$ cat src/rtl/semaforo_pkg.sv
`default_nettype none
// +------------------------------------------------------------------+
// | semaforo_pkg - lamp codes, scheduler states, defaults, cfg_sel    |
// | Rev 1.0                                                           |
// +------------------------------------------------------------------+
package semaforo_pkg;

  localparam logic [2:0] VERMELHO = 3'b100;
  localparam logic [2:0] AMARELO  = 3'b010;
  localparam logic [2:0] VERDE    = 3'b001;

  typedef enum logic [1:0] {
    ST_OCIOSO  = 2'd0,
    ST_VERDE   = 2'd1,
    ST_AMARELO = 2'd2,
    ST_LIMPEZA = 2'd3
  } estado_t;

  localparam logic [7:0] D_VERDE_PADRAO    = 8'd1;
  localparam logic [7:0] D_AMARELO_PADRAO  = 8'd3;
  localparam logic [7:0] D_VERMELHO_PADRAO = 8'd2;

  localparam logic [1:0] CFG_VERDE   = 2'd0;
  localparam logic [1:0] CFG_AMARELO = 2'd1;
  localparam logic [1:0] CFG_LIMPEZA = 2'd2;

endpackage
`default_nettype wire

$ cat src/rtl/escalonador_cruzamento_if.sv
`default_nettype none
// +------------------------------------------------------------------+
// | escalonador_cruzamento_if - buttons, duration config and lamps    |
// | Rev 1.0                                                           |
// +------------------------------------------------------------------+
interface escalonador_cruzamento_if #(
  parameter int N_VIAS = 4,
  parameter int W_T    = 8
);
  localparam int W_IDX = (N_VIAS > 1) ? $clog2(N_VIAS) : 1;

  logic [N_VIAS-1:0]   bt;
  logic                cfg_we;
  logic [1:0]          cfg_sel;
  logic [W_T-1:0]      cfg_data;
  logic [3*N_VIAS-1:0] luz;
  logic [W_IDX-1:0]    via_ativa;
  logic [N_VIAS-1:0]   pendente;
  logic                ocupado;

  modport master (
    output bt, cfg_we, cfg_sel, cfg_data,
    input  luz, via_ativa, pendente, ocupado
  );

  modport slave (
    input  bt, cfg_we, cfg_sel, cfg_data,
    output luz, via_ativa, pendente, ocupado
  );
endinterface
`default_nettype wire

$ cat src/rtl/arbitro_rr.sv
`default_nettype none
// +------------------------------------------------------------------+
// | arbitro_rr - first set request at or after ptr_i, wrapping around  |
// | Rev 1.0                                                           |
// +------------------------------------------------------------------+
module arbitro_rr #(
  parameter int N_VIAS = 4,
  parameter int W_IDX  = (N_VIAS > 1) ? $clog2(N_VIAS) : 1
) (
  input  logic [N_VIAS-1:0] req_i,
  input  logic [W_IDX-1:0]  ptr_i,
  output logic              valido_o,
  output logic [W_IDX-1:0]  idx_o
);

  int j;

  // Scan from the far end back so the candidate closest to ptr_i is written last.
  always_comb begin
    valido_o = 1'b0;
    idx_o    = '0;
    j        = 0;
    for (int k = N_VIAS - 1; k >= 0; k--) begin
      j = int'(ptr_i) + k;
      if (j >= N_VIAS) j = j - N_VIAS;
      if (req_i[j]) begin
        valido_o = 1'b1;
        idx_o    = W_IDX'(j);
      end
    end
  end

endmodule
`default_nettype wire

$ cat src/rtl/escalonador_cruzamento.sv
`default_nettype none
// +------------------------------------------------------------------+
// | escalonador_cruzamento - round-robin green/yellow/clearance cycle |
// | Rev 1.0                                                           |
// +------------------------------------------------------------------+
module escalonador_cruzamento
  import semaforo_pkg::*;
#(
  parameter int             N_VIAS     = 4,
  parameter int             W_T        = 8,
  parameter logic [W_T-1:0] D_VERDE    = D_VERDE_PADRAO,
  parameter logic [W_T-1:0] D_AMARELO  = D_AMARELO_PADRAO,
  parameter logic [W_T-1:0] D_VERMELHO = D_VERMELHO_PADRAO
) (
  input  logic                      clk,
  input  logic                      rst,
  escalonador_cruzamento_if.slave   bus
);

  localparam int W_IDX = (N_VIAS > 1) ? $clog2(N_VIAS) : 1;

  estado_t             estado_q;
  logic [W_T-1:0]      timer_q;
  logic [W_IDX-1:0]    via_q;
  logic [W_IDX-1:0]    ptr_q;
  logic [N_VIAS-1:0]   pend_q;
  logic [N_VIAS-1:0]   pend_d;
  logic [3*N_VIAS-1:0] luz_q;
  logic                ocupado_q;
  logic [W_T-1:0]      dur_verde_q;
  logic [W_T-1:0]      dur_amarelo_q;
  logic [W_T-1:0]      dur_limpeza_q;

  logic                arb_valido;
  logic [W_IDX-1:0]    arb_idx;
  logic [W_IDX-1:0]    prox_ptr;
  logic                expira;
  logic                inicia;

  arbitro_rr #(
    .N_VIAS (N_VIAS),
    .W_IDX  (W_IDX)
  ) u_arbitro (
    .req_i    (pend_q),
    .ptr_i    (ptr_q),
    .valido_o (arb_valido),
    .idx_o    (arb_idx)
  );

  // A zero duration still yields a one-cycle phase.
  function automatic logic [W_T-1:0] carga(input logic [W_T-1:0] d);
    return (d == '0) ? '0 : d - W_T'(1);
  endfunction

  function automatic logic [3*N_VIAS-1:0] luz_de(input logic [W_IDX-1:0] via,
                                                 input logic [2:0]       cor);
    logic [3*N_VIAS-1:0] r;
    for (int i = 0; i < N_VIAS; i++) begin
      r[3*i +: 3] = (via == W_IDX'(i)) ? cor : VERMELHO;
    end
    return r;
  endfunction

  assign expira   = (timer_q == '0);
  assign inicia   = arb_valido &&
                    ((estado_q == ST_OCIOSO) || ((estado_q == ST_LIMPEZA) && expira));
  assign prox_ptr = (arb_idx == W_IDX'(N_VIAS - 1)) ? '0 : arb_idx + W_IDX'(1);

  // Presses from the approach already in green are dropped; grant clears its bit.
  always_comb begin
    pend_d = pend_q | bus.bt;
    if (estado_q == ST_VERDE) pend_d[via_q] = pend_q[via_q];
    if (inicia) pend_d[arb_idx] = 1'b0;
  end

  always_ff @(posedge clk or negedge rst) begin
    if (!rst) begin
      estado_q      <= ST_OCIOSO;
      timer_q       <= '0;
      via_q         <= '0;
      ptr_q         <= '0;
      pend_q        <= '0;
      luz_q         <= {N_VIAS{VERMELHO}};
      ocupado_q     <= 1'b0;
      dur_verde_q   <= D_VERDE;
      dur_amarelo_q <= D_AMARELO;
      dur_limpeza_q <= D_VERMELHO;
    end else begin
      pend_q <= pend_d;

      if (bus.cfg_we) begin
        case (bus.cfg_sel)
          CFG_VERDE:   dur_verde_q   <= bus.cfg_data;
          CFG_AMARELO: dur_amarelo_q <= bus.cfg_data;
          CFG_LIMPEZA: dur_limpeza_q <= bus.cfg_data;
          default:     ;
        endcase
      end

      if (inicia) begin
        estado_q  <= ST_VERDE;
        via_q     <= arb_idx;
        ptr_q     <= prox_ptr;
        timer_q   <= carga(dur_verde_q);
        luz_q     <= luz_de(arb_idx, VERDE);
        ocupado_q <= 1'b1;
      end else begin
        case (estado_q)
          ST_OCIOSO: ;
          ST_VERDE: begin
            if (expira) begin
              estado_q <= ST_AMARELO;
              timer_q  <= carga(dur_amarelo_q);
              luz_q    <= luz_de(via_q, AMARELO);
            end else begin
              timer_q  <= timer_q - W_T'(1);
            end
          end
          ST_AMARELO: begin
            if (expira) begin
              estado_q <= ST_LIMPEZA;
              timer_q  <= carga(dur_limpeza_q);
              luz_q    <= {N_VIAS{VERMELHO}};
            end else begin
              timer_q  <= timer_q - W_T'(1);
            end
          end
          ST_LIMPEZA: begin
            if (expira) begin
              estado_q  <= ST_OCIOSO;
              ocupado_q <= 1'b0;
            end else begin
              timer_q   <= timer_q - W_T'(1);
            end
          end
          default: begin
            estado_q  <= ST_OCIOSO;
            timer_q   <= '0;
            luz_q     <= {N_VIAS{VERMELHO}};
            ocupado_q <= 1'b0;
          end
        endcase
      end
    end
  end

  assign bus.luz       = luz_q;
  assign bus.via_ativa = via_q;
  assign bus.pendente  = pend_q;
  assign bus.ocupado   = ocupado_q;

endmodule
`default_nettype wire

$ cat src/flat_wrapper.sv
// flat-port wrapper written by rule: the top's interface ports become plain ports
module escalonador_cruzamento_flat import semaforo_pkg::*;
#(
  parameter int             N_VIAS     = 4,
  parameter int             W_T        = 8,
  parameter logic [W_T-1:0] D_VERDE    = D_VERDE_PADRAO,
  parameter logic [W_T-1:0] D_AMARELO  = D_AMARELO_PADRAO,
  parameter logic [W_T-1:0] D_VERMELHO = D_VERMELHO_PADRAO
)
  (clk, rst, bus_bt, bus_cfg_we, bus_cfg_sel, bus_cfg_data, bus_luz, bus_via_ativa, bus_pendente, bus_ocupado);
  escalonador_cruzamento_if #(.N_VIAS(N_VIAS), .W_T(W_T)) bus_i ();
  input  logic clk;
  input  logic rst;
  input wire logic [$bits(bus_i.bt)-1:0] bus_bt;
  input wire logic [$bits(bus_i.cfg_we)-1:0] bus_cfg_we;
  input wire logic [$bits(bus_i.cfg_sel)-1:0] bus_cfg_sel;
  input wire logic [$bits(bus_i.cfg_data)-1:0] bus_cfg_data;
  output wire logic [$bits(bus_i.luz)-1:0] bus_luz;
  output wire logic [$bits(bus_i.via_ativa)-1:0] bus_via_ativa;
  output wire logic [$bits(bus_i.pendente)-1:0] bus_pendente;
  output wire logic [$bits(bus_i.ocupado)-1:0] bus_ocupado;
  assign bus_i.bt = bus_bt;
  assign bus_i.cfg_we = bus_cfg_we;
  assign bus_i.cfg_sel = bus_cfg_sel;
  assign bus_i.cfg_data = bus_cfg_data;
  assign bus_luz = bus_i.luz;
  assign bus_via_ativa = bus_i.via_ativa;
  assign bus_pendente = bus_i.pendente;
  assign bus_ocupado = bus_i.ocupado;
  escalonador_cruzamento #(.N_VIAS(N_VIAS), .W_T(W_T), .D_VERDE(D_VERDE), .D_AMARELO(D_AMARELO), .D_VERMELHO(D_VERMELHO)) u_core (.clk(clk), .rst(rst), .bus(bus_i));
endmodule
$ cat config.mk
export PLATFORM = sky130hd
export DESIGN_NAME = escalonador_cruzamento_flat
export DESIGN_NICKNAME = d
export VERILOG_FILES = /design/src/rtl/semaforo_pkg.sv /design/src/rtl/escalonador_cruzamento_if.sv /design/src/rtl/arbitro_rr.sv /design/src/rtl/escalonador_cruzamento.sv /design/src/flat_wrapper.sv
export SDC_FILE = /design/constraint.sdc
export NUM_CORES = 1
export LEC_CHECK = 0
export CAP_MARGIN = 20
export CORE_MARGIN = 2
export CORE_UTILIZATION = 56
export DETAILED_ROUTE_END_ITERATION = 6
export PLACE_DENSITY = 0.79
export SYNTH_ARGS = -nofsm -noshare
export SYNTH_HDL_FRONTEND = slang
export SYNTH_SLANG_ARGS = --single-unit
$ cat constraint.sdc
create_clock -name clk -period 2.1 [get_ports clk]
set_input_delay 0.21 -clock clk [delete_from_list [all_inputs] [get_ports clk]]
set_output_delay 0.21 -clock clk [all_outputs]
set_load 0.02 [all_outputs]
==> flow_metrics.py <==
metrics = {
    "synthesis": {
        "synth_top_area_frac": 0.365,
        "synth-seq-cells": 55,
        "async_flop_share": 1.00,
        "syn_area_mm2": 0.00322,
        "yosys.area.top_type": "dfrtp_1",
        "syn_avg_cell_area_um2": 10.1,
        "synth-edff-count": 0,
        "synth_area_leaders": "dfrtp_1 (37%), mux2_2 (7.7%), dfstp_2 (6.5%)",
        "synthesis.nets": 351,
        "synth-warning-count": 0,
        "synth_flop_cell": "dfrtp_1",
        "yosys.cell_types.count": 52,
        "synth_cells": 318,
        "synth-seq-area-share": 0.431,
    },
    "grt": {
        "grt_usage": 0.260,
        "grt_util_met1": 0.337,
        "busiest_layer": "met2",
        "overflow": 0,
        "gr-usage-met2": 0.457,
        "grt_pass1_vias": 2625,
        "grt_start_max_net_pins": 56,
        "antenna_found_initial": 0,
        "grt_use_met3": 0.0317,
        "grt_pass1_wl_um": 12700,
    },
    "setup_path": {
        "critPathCaptureType": "register",
        "required_ns": 2.29,
        "cp_slowest_cell": "or4_1",
        "startpoint": "u_core.dur_limpeza_q[3]",
        "path_max_fanout": 6,
        "worstSetupPathType": "register to register",
        "path_cells": "or4_1, nor4_2, mux2_1, a32oi_1, and3_1, o22ai_2",
        "start_kind": "register",
        "worstReg2RegStart": "u_core.dur_limpeza_q[3]",
        "arrival_ns": 2.22,
        "slowest_delay_ns": 0.53,
    },
    "sta": {
        "fin_crit_ns": 2.03,
        "slew_headroom": 0.526,
        "rsz0062_at_grt": "yes",
        "min_period_over_period": 0.966,
        "drv_slew": 0,
        "holdWs_ns": 0.0137,
        "finalSetupViolations": 0,
        "worstMarginPinSlew_ns": 0.711,
        "final_hold_viol_count": 0,
        "fmax_mhz": 493,
        "skew_ns": 0.00821,
    },
    "floorplan": {
        "placementRows": 27,
        "die_w_um": 79.8,
        "die_height_um": 79.8,
        "core_mm2": 0.00554,
        "start_util": 0.581,
        "die-area_mm2": 0.00637,
        "pin_count": 36,
    },
    "layout": {
        "post-route-util": 0.727,
        "layout-drive-gt1-share": 0.262,
        "diodes": 0,
        "nets": 418,
        "area_delta_synth_final_pct": 25.2,
        "finalNonFillerCells": 458,
    },
    "clocking": {
        "htreeDepth": 2,
        "clk_path_buf_depth": 2,
        "clk_root_buffer_cell": "clkbuf_8",
        "tritoncts": "built",
        "worstSkewPairLatency_ns": 0.31,
        "clk_pin_slew_worst_paths_ns": 0.10,
        "clock_sink_count": 55,
        "cts_buffers": 5,
    },
    "place": {
        "gp_congestion": 0.902,
        "port-buffer-count": 35,
        "dp_hpwl_um": 5820,
        "dp.cells": 448,
    },
    "drt": {
        "viasPerCell": 5.99,
        "drt_iter0_drc": 236,
        "firstDrtPassIters": 5,
        "vias": 2743,
        "antenna_left": 0,
        "routedWlPerCell_um": 17.3,
        "wirelength_um": 7930,
        "route.detailed.drc": 0,
    },
    "pwr": {
        "p_leak_nw": 1.70,
        "p_per_area_mw_per_mm2": 1460,
        "vdd_drop_max_v": 0.000711,
        "total_power_mw": 5.89,
    },
    "flow_run": {
        "drv_cap": 0,
    },
    "worst_hold_path": {
        "holdCritPathClass": "primary input to asynchronous set/reset pin",
    },
    "run_status": {
        "status": "finished, final reports clean",
    },
}
==> final cells by class <==
type                            instances  area (µm²)
Clock buffer                            6        72.6
Clock inverter                          2        38.8
Tap cell                               72        90.1
Inverter                               20        75.1
Fill cell                             387        1510
Timing Repair Buffer                   68         593
Multi-Input combinational cell        235        1770
Sequential cell                        55        1390
==> flip-flops by register name, summed over array words and instances, names as in the netlist <==
| signal | cells |
|---|---|
| u_core.dur_limpeza_q | 8 |
| u_core.bus.luz | 12 |
| u_core.bus.ocupado | 1 |
| u_core.dur_verde_q | 8 |
| u_core.ptr_q | 2 |
| u_core.dur_amarelo_q | 8 |
| u_core.timer_q | 8 |
| u_core.estado_q | 2 |
| u_core.bus.via_ativa | 2 |
| u_core.bus.pendente | 4 |
==> critical path, delay by kind of cell (launching register included) <==
family          cells  cell delay [ns]
compound gates      2             0.26
flops               1             0.44
mux                 1             0.35
simple gates        3             0.88
==> through the flow <==
step	cell area [µm²]	setup TNS [ns]	setup slack (ns)
5_1_grt	4030	-0.0830	-0.0369
4_1_cts	3950	-0.00731	-0.00458
3_3_place_gp	3820	0	0.0190
2_1_floorplan	3220	0	0.142
3_5_place_dp	3820	-0.123	-0.0633
6_report	4030	0	0.0723
==> kinds of logic (layout without fill, tap and decap cells) <==
family,Yosys count,in the layout,share of synthesized area
and+or+nand+nor,94,94,0.162
AOI/OAI and AO/OA,84,84,0.171
DFF,55,55,0.431
buffers and inverters,28,96,0.0439
muxes,26,26,0.0898
adders and majority gates,16,16,0.0622
xor gates and xnor gates,15,15,0.0408
==> synth_stat cells (5+ instances only) <==
cell      instances
o21ai_0          14
xor2_1            7
ha_1             16
or4_1             5
nor3_1            5
a21oi_1          22
nand2_1          27
dfrtp_1          47
o21ai_1           7
xnor2_1           8
o22ai_1          11
inv_1            20
nor2_1           22
nand3_1           5
dfstp_2           8
a211oi_1          5
mux2_2           22
==> final timing paths <==
kind                                            to  slack (ns)  cells after the start
setup reg to reg                 u_core.timer_q[7]        0.07                      6
hold / removal                  u_core.bus.ocupado        0.01                      2
max in group asynchronous  u_core.dur_limpeza_q[2]        1.60                      2
hold reg to reg                  u_core.bus.luz[9]        0.52                      1
setup / recovery                 u_core.timer_q[7]        0.07                      6
min in group clk            u_core.bus.pendente[1]        0.50                      3
==> cells in the final DEF, fill, tap and decap left out, types with 7 or more instances in the layout <==
cell type        synthesis  routed
dfrtp_1                 47      47
clkdlybuf4s50_1          0      34
buf_4                    1      33
nand2_1                 27      27
mux2_2                  22      22
nor2_1                  22      21
a21oi_1                 22      21
inv_1                   20      20
ha_1                    16      16
o21ai_0                 14      14
o22ai_1                 11      11
xnor2_1                  8       8
dfstp_2                  8       8
o21ai_1                  7       7
xor2_1                   7       7
==> where the power goes <==
part | internal (mW) | switching [mW]
clock network | 0.361 | 0.359
logic | 1.53 | 1.81
registers | 1.45 | 0.368
total | 3.34 | 2.54
==> metal layers <==
layer,wire [µm],share of wire
met2,4000,0.50
met4,146,0.018
met3,309,0.039
met1,3470,0.44
met5,0,0
==> timing repair <==
| item | in CTS | in global routing |
|---|---|---|
| hold buffers | 0 | 0 |
| hold endpoints to repair | 0 | 0 |
| pin swaps | 0 | 1 |
| gates resized for setup | 1 | 15 |
| buffers inserted | 1 | 1 |
| setup endpoints to repair | 5 | 19 |
| cloned | 0 | 0 |
Note: power is estimated with default switching activity, not from simulation.
